File: src/rtl/axis_pkg.sv
// rtl/axis_pkg.sv - shared types and helpers for the frame arbiter
package axis_pkg;

    typedef enum logic [0:0] {
        ST_IDLE = 1'b0,
        ST_XFER = 1'b1
    } arb_state_t;

    function automatic int clog2(input int n);
        int r;
        r = 0;
        while ((1 << r) < n) r++;
        return r;
    endfunction

    // A single source still needs a 1-bit index.
    function automatic int idx_width(input int n);
        return (n > 1) ? clog2(n) : 1;
    endfunction

    function automatic int slice_lo(input int idx, input int width);
        return idx * width;
    endfunction

endpackage

File: src/rtl/axis_frame_arbiter_if.sv
// rtl/axis_frame_arbiter_if.sv - packed multi-lane stream bundle with master/slave views
interface axis_frame_arbiter_if #(
    parameter int N          = 1,
    parameter int DATA_WIDTH = 8,
    parameter int KEEP_WIDTH = 1,
    parameter int ID_WIDTH   = 8,
    parameter int DEST_WIDTH = 8,
    parameter int USER_WIDTH = 1
);
    logic [N*DATA_WIDTH-1:0] tdata;
    logic [N*KEEP_WIDTH-1:0] tkeep;
    logic [N-1:0]            tvalid;
    logic [N-1:0]            tready;
    logic [N-1:0]            tlast;
    logic [N*ID_WIDTH-1:0]   tid;
    logic [N*DEST_WIDTH-1:0] tdest;
    logic [N*USER_WIDTH-1:0] tuser;

    modport master (
        output tdata, tkeep, tvalid, tlast, tid, tdest, tuser,
        input  tready
    );

    modport slave (
        input  tdata, tkeep, tvalid, tlast, tid, tdest, tuser,
        output tready
    );
endinterface

File: src/rtl/arb_rr_select.sv
// rtl/arb_rr_select.sv - combinational round-robin pick starting after the last grant
module arb_rr_select
    import axis_pkg::*;
#(
    parameter int  S_COUNT = 4,
    localparam int IDX_W   = idx_width(S_COUNT)
) (
    input  logic [S_COUNT-1:0] i_req,
    input  logic [IDX_W-1:0]   i_last,
    output logic [IDX_W-1:0]   o_index,
    output logic               o_valid
);

    logic [IDX_W-1:0] w_pos;

    // Walk offsets from farthest to nearest so the nearest requester wins.
    always_comb begin
        o_valid = 1'b0;
        o_index = '0;
        w_pos   = '0;
        for (int k = S_COUNT; k >= 1; k--) begin
            w_pos = IDX_W'((int'(i_last) + k) % S_COUNT);
            if (i_req[w_pos]) begin
                o_valid = 1'b1;
                o_index = w_pos;
            end
        end
    end

endmodule

File: src/rtl/axis_frame_arbiter.sv
// rtl/axis_frame_arbiter.sv - frame-atomic round-robin merge of S_COUNT streams into one registered output
module axis_frame_arbiter
    import axis_pkg::*;
#(
    parameter int  S_COUNT     = 4,
    parameter int  DATA_WIDTH  = 8,
    parameter bit  KEEP_ENABLE = (DATA_WIDTH > 8),
    parameter int  KEEP_WIDTH  = DATA_WIDTH / 8,
    parameter bit  LAST_ENABLE = 1'b1,
    parameter int  ID_WIDTH    = 8,
    parameter int  DEST_WIDTH  = 8,
    parameter int  USER_WIDTH  = 1,
    localparam int IDX_W       = idx_width(S_COUNT)
) (
    input  logic               clk,
    input  logic               rst,
    axis_frame_arbiter_if.slave  s_axis,
    axis_frame_arbiter_if.master m_axis,
    output logic               grant_valid,
    output logic [IDX_W-1:0]   grant_index
);

    arb_state_t             r_state;
    arb_state_t             w_state_next;
    logic [IDX_W-1:0]       r_grant_index;
    logic [IDX_W-1:0]       r_last_grant;
    logic [IDX_W-1:0]       w_sel_index;
    logic                   w_sel_valid;
    logic                   w_out_ready;
    logic                   w_accept;
    logic                   w_beat_last;
    logic [S_COUNT-1:0]     w_tready;

    logic                   w_cur_valid;
    logic                   w_cur_last;
    logic [DATA_WIDTH-1:0]  w_cur_tdata;
    logic [KEEP_WIDTH-1:0]  w_cur_tkeep;
    logic [ID_WIDTH-1:0]    w_cur_tid;
    logic [DEST_WIDTH-1:0]  w_cur_tdest;
    logic [USER_WIDTH-1:0]  w_cur_tuser;

    logic                   r_m_tvalid;
    logic                   r_m_tlast;
    logic [DATA_WIDTH-1:0]  r_m_tdata;
    logic [KEEP_WIDTH-1:0]  r_m_tkeep;
    logic [ID_WIDTH-1:0]    r_m_tid;
    logic [DEST_WIDTH-1:0]  r_m_tdest;
    logic [USER_WIDTH-1:0]  r_m_tuser;

    arb_rr_select #(.S_COUNT(S_COUNT)) u_select (
        .i_req   (s_axis.tvalid),
        .i_last  (r_last_grant),
        .o_index (w_sel_index),
        .o_valid (w_sel_valid)
    );

    // Lane mux for the granted source.
    always_comb begin
        w_cur_valid = 1'b0;
        w_cur_last  = 1'b0;
        w_cur_tdata = '0;
        w_cur_tkeep = '0;
        w_cur_tid   = '0;
        w_cur_tdest = '0;
        w_cur_tuser = '0;
        for (int i = 0; i < S_COUNT; i++) begin
            if (r_grant_index == IDX_W'(i)) begin
                w_cur_valid = s_axis.tvalid[i];
                w_cur_last  = s_axis.tlast[i];
                w_cur_tdata = s_axis.tdata[slice_lo(i, DATA_WIDTH) +: DATA_WIDTH];
                w_cur_tkeep = s_axis.tkeep[slice_lo(i, KEEP_WIDTH) +: KEEP_WIDTH];
                w_cur_tid   = s_axis.tid[slice_lo(i, ID_WIDTH) +: ID_WIDTH];
                w_cur_tdest = s_axis.tdest[slice_lo(i, DEST_WIDTH) +: DEST_WIDTH];
                w_cur_tuser = s_axis.tuser[slice_lo(i, USER_WIDTH) +: USER_WIDTH];
            end
        end
    end

    assign w_out_ready = !r_m_tvalid || m_axis.tready[0];
    assign w_accept    = (r_state == ST_XFER) && w_cur_valid && w_out_ready;
    assign w_beat_last = LAST_ENABLE ? w_cur_last : 1'b1;

    always_ff @(posedge clk) begin
        if (rst) begin
            r_state       <= ST_IDLE;
            r_grant_index <= '0;
            r_last_grant  <= IDX_W'(S_COUNT - 1);
        end else begin
            r_state <= w_state_next;
            if (r_state == ST_IDLE && w_sel_valid) begin
                r_grant_index <= w_sel_index;
                r_last_grant  <= w_sel_index;
            end
        end
    end

    always_comb begin
        w_state_next = r_state;
        case (r_state)
            ST_IDLE: if (w_sel_valid) w_state_next = ST_XFER;
            ST_XFER: if (w_accept && w_beat_last) w_state_next = ST_IDLE;
            default: w_state_next = ST_IDLE;
        endcase
    end

    always_comb begin
        w_tready    = '0;
        grant_valid = (r_state == ST_XFER);
        if (r_state == ST_XFER) w_tready[r_grant_index] = w_out_ready;
    end

    // Single output stage: load on accept, otherwise drain when downstream takes it.
    always_ff @(posedge clk) begin
        if (rst) begin
            r_m_tvalid <= 1'b0;
            r_m_tlast  <= 1'b0;
            r_m_tdata  <= '0;
            r_m_tkeep  <= '0;
            r_m_tid    <= '0;
            r_m_tdest  <= '0;
            r_m_tuser  <= '0;
        end else if (w_accept) begin
            r_m_tvalid <= 1'b1;
            r_m_tlast  <= w_beat_last;
            r_m_tdata  <= w_cur_tdata;
            r_m_tkeep  <= w_cur_tkeep;
            r_m_tid    <= w_cur_tid;
            r_m_tdest  <= w_cur_tdest;
            r_m_tuser  <= w_cur_tuser;
        end else if (m_axis.tready[0]) begin
            r_m_tvalid <= 1'b0;
        end
    end

    assign s_axis.tready = w_tready;
    assign grant_index   = r_grant_index;
    assign m_axis.tvalid = r_m_tvalid;
    assign m_axis.tlast  = r_m_tlast;
    assign m_axis.tdata  = r_m_tdata;
    assign m_axis.tkeep  = KEEP_ENABLE ? r_m_tkeep : {KEEP_WIDTH{1'b1}};
    assign m_axis.tid    = r_m_tid;
    assign m_axis.tdest  = r_m_tdest;
    assign m_axis.tuser  = r_m_tuser;

endmodule

File: src/flat_wrapper.sv
// flat-port wrapper written by rule: the top's interface ports become plain ports
module axis_frame_arbiter_flat import axis_pkg::*;
#(
    parameter int  S_COUNT     = 4,
    parameter int  DATA_WIDTH  = 8,
    parameter bit  KEEP_ENABLE = (DATA_WIDTH > 8),
    parameter int  KEEP_WIDTH  = DATA_WIDTH / 8,
    parameter bit  LAST_ENABLE = 1'b1,
    parameter int  ID_WIDTH    = 8,
    parameter int  DEST_WIDTH  = 8,
    parameter int  USER_WIDTH  = 1,
    localparam int IDX_W       = idx_width(S_COUNT)
)
  (clk, rst, grant_valid, grant_index, s_axis_tdata, s_axis_tkeep, s_axis_tvalid, s_axis_tlast, s_axis_tid, s_axis_tdest, s_axis_tuser, s_axis_tready, m_axis_tdata, m_axis_tkeep, m_axis_tvalid, m_axis_tlast, m_axis_tid, m_axis_tdest, m_axis_tuser, m_axis_tready);
  axis_frame_arbiter_if #(.N((4)), .DATA_WIDTH(DATA_WIDTH), .KEEP_WIDTH(KEEP_WIDTH), .ID_WIDTH(ID_WIDTH), .DEST_WIDTH(DEST_WIDTH), .USER_WIDTH(USER_WIDTH)) s_axis_i ();
  axis_frame_arbiter_if #(.N(1), .DATA_WIDTH(DATA_WIDTH), .KEEP_WIDTH(KEEP_WIDTH), .ID_WIDTH(ID_WIDTH), .DEST_WIDTH(DEST_WIDTH), .USER_WIDTH(USER_WIDTH)) m_axis_i ();
  input  logic clk;
  input  logic rst;
  output logic grant_valid;
  output logic [IDX_W-1:0] grant_index;
  input wire logic [$bits(s_axis_i.tdata)-1:0] s_axis_tdata;
  input wire logic [$bits(s_axis_i.tkeep)-1:0] s_axis_tkeep;
  input wire logic [$bits(s_axis_i.tvalid)-1:0] s_axis_tvalid;
  input wire logic [$bits(s_axis_i.tlast)-1:0] s_axis_tlast;
  input wire logic [$bits(s_axis_i.tid)-1:0] s_axis_tid;
  input wire logic [$bits(s_axis_i.tdest)-1:0] s_axis_tdest;
  input wire logic [$bits(s_axis_i.tuser)-1:0] s_axis_tuser;
  output wire logic [$bits(s_axis_i.tready)-1:0] s_axis_tready;
  output wire logic [$bits(m_axis_i.tdata)-1:0] m_axis_tdata;
  output wire logic [$bits(m_axis_i.tkeep)-1:0] m_axis_tkeep;
  output wire logic [$bits(m_axis_i.tvalid)-1:0] m_axis_tvalid;
  output wire logic [$bits(m_axis_i.tlast)-1:0] m_axis_tlast;
  output wire logic [$bits(m_axis_i.tid)-1:0] m_axis_tid;
  output wire logic [$bits(m_axis_i.tdest)-1:0] m_axis_tdest;
  output wire logic [$bits(m_axis_i.tuser)-1:0] m_axis_tuser;
  input wire logic [$bits(m_axis_i.tready)-1:0] m_axis_tready;
  assign s_axis_i.tdata = s_axis_tdata;
  assign s_axis_i.tkeep = s_axis_tkeep;
  assign s_axis_i.tvalid = s_axis_tvalid;
  assign s_axis_i.tlast = s_axis_tlast;
  assign s_axis_i.tid = s_axis_tid;
  assign s_axis_i.tdest = s_axis_tdest;
  assign s_axis_i.tuser = s_axis_tuser;
  assign s_axis_tready = s_axis_i.tready;
  assign m_axis_tdata = m_axis_i.tdata;
  assign m_axis_tkeep = m_axis_i.tkeep;
  assign m_axis_tvalid = m_axis_i.tvalid;
  assign m_axis_tlast = m_axis_i.tlast;
  assign m_axis_tid = m_axis_i.tid;
  assign m_axis_tdest = m_axis_i.tdest;
  assign m_axis_tuser = m_axis_i.tuser;
  assign m_axis_i.tready = m_axis_tready;
  axis_frame_arbiter #(.S_COUNT(S_COUNT), .DATA_WIDTH(DATA_WIDTH), .KEEP_ENABLE(KEEP_ENABLE), .KEEP_WIDTH(KEEP_WIDTH), .LAST_ENABLE(LAST_ENABLE), .ID_WIDTH(ID_WIDTH), .DEST_WIDTH(DEST_WIDTH), .USER_WIDTH(USER_WIDTH)) u_core (.clk(clk), .rst(rst), .s_axis(s_axis_i), .m_axis(m_axis_i), .grant_valid(grant_valid), .grant_index(grant_index));
endmodule
File: config.mk
export PLATFORM = sky130hd
export DESIGN_NAME = axis_frame_arbiter_flat
export DESIGN_NICKNAME = d
export VERILOG_FILES = /design/src/rtl/axis_pkg.sv /design/src/rtl/axis_frame_arbiter_if.sv /design/src/rtl/arb_rr_select.sv /design/src/rtl/axis_frame_arbiter.sv /design/src/flat_wrapper.sv
export SDC_FILE = /design/constraint.sdc
export NUM_CORES = 1
export LEC_CHECK = 0
export BUFFER_PORTS_ARGS = -buffer_cell sky130_fd_sc_hd__buf_2
export CAP_MARGIN = 20
export CORE_ASPECT_RATIO = 1.75
export CORE_UTILIZATION = 30
export CTS_CLUSTER_DIAMETER = 60
export DETAILED_ROUTE_END_ITERATION = 6
export GPL_TIMING_DRIVEN = 0
export PLACE_DENSITY = 0.66
export SLEW_MARGIN = 25
export SYNTH_ARGS = -nofsm -noshare
export SYNTH_HDL_FRONTEND = slang
export SYNTH_SLANG_ARGS = --single-unit
File: constraint.sdc
create_clock -name clk -period 1.6 [get_ports clk]
set_input_delay 0.16 -clock clk [delete_from_list [all_inputs] [get_ports clk]]
set_output_delay 0.16 -clock clk [all_outputs]
set_load 0.05 [all_outputs]
==> out/metrics.cfg <==
[timing]
worstMarginPinSlew_ns=0.508
rsz0062_at_grt=true
fmax_mhz=621
min_period_ns=1.61
fin_ws_ns=-0.0107
finalClockSkew_ns=0.00407
relSlewSlack_pct=66.1
fin_crit_sh_pct=101
final-hold-violation-count=0
setup_viol=12
final_max_slew_viol_count=0

[global_routing]
use_met1_pct=18.4
grtUsageMet2_pct=34.2
overflow=0
antenna_found_initial=0
busiest_layer=met2
grt_max_degree=11
grtUsageTotal_pct=17.9
grt_pass1_wl_um=9420
grt_use_met3_pct=4.77
grt_pass1_vias=2083

[placed_design]
dp_hpwl_um=4880
finalWeightedCongestion=0.830
dpl.cell_count=416
port-buffer-count=143

[worst_setup_path]
cp_data_required_time_ns=1.73
critPathMaxFanout=9
reg2regPathDepth=5
r2r_end=u_core.m_axis.tdata[6]
start_kind=flip-flop
crit_type=reg -> reg
rrSetupSlack_ns=-0.01
arrival_ns=1.74
rr_startpoint=u_core.grant_index[0]
endpoint_kind=flip-flop

[floorplan]
io_pins=150
die_w_um=62.2
rows=38
die_area_um2=6670
core_area_um2=6130
initial_utilization_pct=31.0
die_height_um=107

[cts]
clock_sinks=32
cts_tree=built
cts.path.max_buffers=2
postCtsHoldBufs=0
htreeDepth=2
cts_buffers=5
worstSkewPairLatency_ns=0.27
cts.clk_slew.worst_paths_ns=0.06
cts-root-buf=clkbuf_8

[cells_and_area]
final_common_cell=buf_2
area_growth_pct=58.3
fin_cells=429
antenna_cells=0
layout-drive-gt1-share_pct=61.9
multi_input_area_um2=1220
nFillCells=603
area.sequential_um2=647
utilization_pct=49.1
finalNetCount=463
final_cell_mix=buf_2 (140), nand2_1 (51), dfxtp_1 (29), mux4_2 (27), a21oi_1 (26)

[hold_path]
hold_class=in -> reg
hp-start=rst
worstHoldPathCells=3
hold_end=u_core.r_last_grant[1]

[status]
failed_checks=negative setup slack
status=finished with violations

[yosys]
ys_ff_latch=32
seq_area_frac_synth_pct=33.7
synth_edf_count=0
postSynthCellCount=193
yosysUniqueCellTypes=28
syn_area_um2=1900
synth_area_per_cell_um2=9.85
synth_ff_type=dfxtp_1
synthArstFlopShare_pct=0
ys_warn_count=0
synth_nets=308

[routing]
ant_nets=0
avgViaCountPerCell=4.83
drc_errors=0
wl_per_cell_um=14.0
routed_wl_um=6020
dr.pass1.iters=4
vias=2071
drt-initial-drc-count=60

[power_and_ir_drop]
powerDensity_nw_per_um2=1050
max-vdd-ir-drop_v=0.000559
power.leakage_nw=1.35

[run]
cap_violations=0

## area by class of cell
type,count,area share (%)
Multi-Input combinational cell,141,40.6
Timing Repair Buffer,150,26.6
Sequential cell,32,21.5
Buffer,15,4.53
Tap cell,80,3.33
Clock buffer,8,2.99
Inverter,3,0.499
## synthesized netlist by cell type (all sizes together) (2+ instances only)
library cell  number  area, um2
nand2             57        214
dfxtp             32        641
a21oi             29        145
mux4              27        608
buf               11       83.8
nor2               8       30.0
clkbuf             6       22.5
inv                3       11.3
nand2b             2       12.5
nand3              2       15.0
nor3               2       10.0
o2bb2ai            2       17.5
## repair_timing
action                                 in CTS  in global routing
resized for setup                          12                 22
cloned                                      1                  0
setup endpoints to repair                  25                 31
endpoints found under the hold margin       0                  0
setup buffers                               1                  5
## sequential cells by signal, summed over array words and instances (netlist names)
register	flops
u_core.grant_index	2
u_core.m_axis.tid	8
u_core.m_axis.tdest	8
u_core.m_axis.tlast	1
u_core.m_axis.tdata	8
u_core.r_last_grant	2
u_core.m_axis.tuser	1
u_core.m_axis.tvalid	1
u_core.grant_valid	1
## per-stage QoR
stage	area [um2]	setup TNS, ns	worst slack [ns]	hold WS [ns]	total power [mW]
after floorplan	1950	-1.06	-0.0526	0.361	2.07
after global placement	2770	-0.254	-0.0216	0.440	2.43
after detailed placement	2770	-0.546	-0.0364	0.445	2.45
after CTS	2890	-0.0305	-0.0299	0.213	3.11
after global routing	3010	-1.21	-0.0779	0.256	3.36
final	3010	-0.0600	-0.0107	0.216	3.17
## cell families after synthesis
group / count (synthesis) / share of synthesized area [%]
simple gates: 76 / 16.8
other cells: 1 / 0.197
mux: 28 / 32.5
flops: 32 / 33.7
buf+inv: 20 / 6.19
compound gates: 36 / 10.6
## worst max path at each step
stage                               start                     end  slack (ns)  cells past startpoint
floorplan           u_core.grant_index[0]  u_core.m_axis.tdata[1]       -0.05                      6
global placement    u_core.grant_index[0]  u_core.m_axis.tdest[4]       -0.02                      5
detailed placement  u_core.grant_index[0]    u_core.m_axis.tid[6]       -0.04                      6
CTS                 u_core.grant_index[0]        s_axis_tready[1]       -0.03                      5
global route        u_core.grant_index[0]  u_core.m_axis.tdata[6]       -0.08                      5
finish              u_core.grant_index[0]  u_core.m_axis.tdata[6]       -0.01                      5
## power by group
part / switching (mW) / internal (mW)
Combinational: 0.900 / 0.659
Clock: 0.265 / 0.350
Sequential: 0.0839 / 0.911
Total: 1.25 / 1.92
## critical path: stages, from the launching register on
cell and delay (ns):
dfxtp_4 0.38, mux4_2 0.56, and3_4 0.27, buf_6 0.15
nand2_1 0.05, a21oi_1 0.06
## layer usage
layer,part of all wire [%],wire length [um]
met1,36,2160
met2,57,3430
met3,5.0,302
met4,2.2,130
met5,0,0
(Power assumes the default switching activity.)
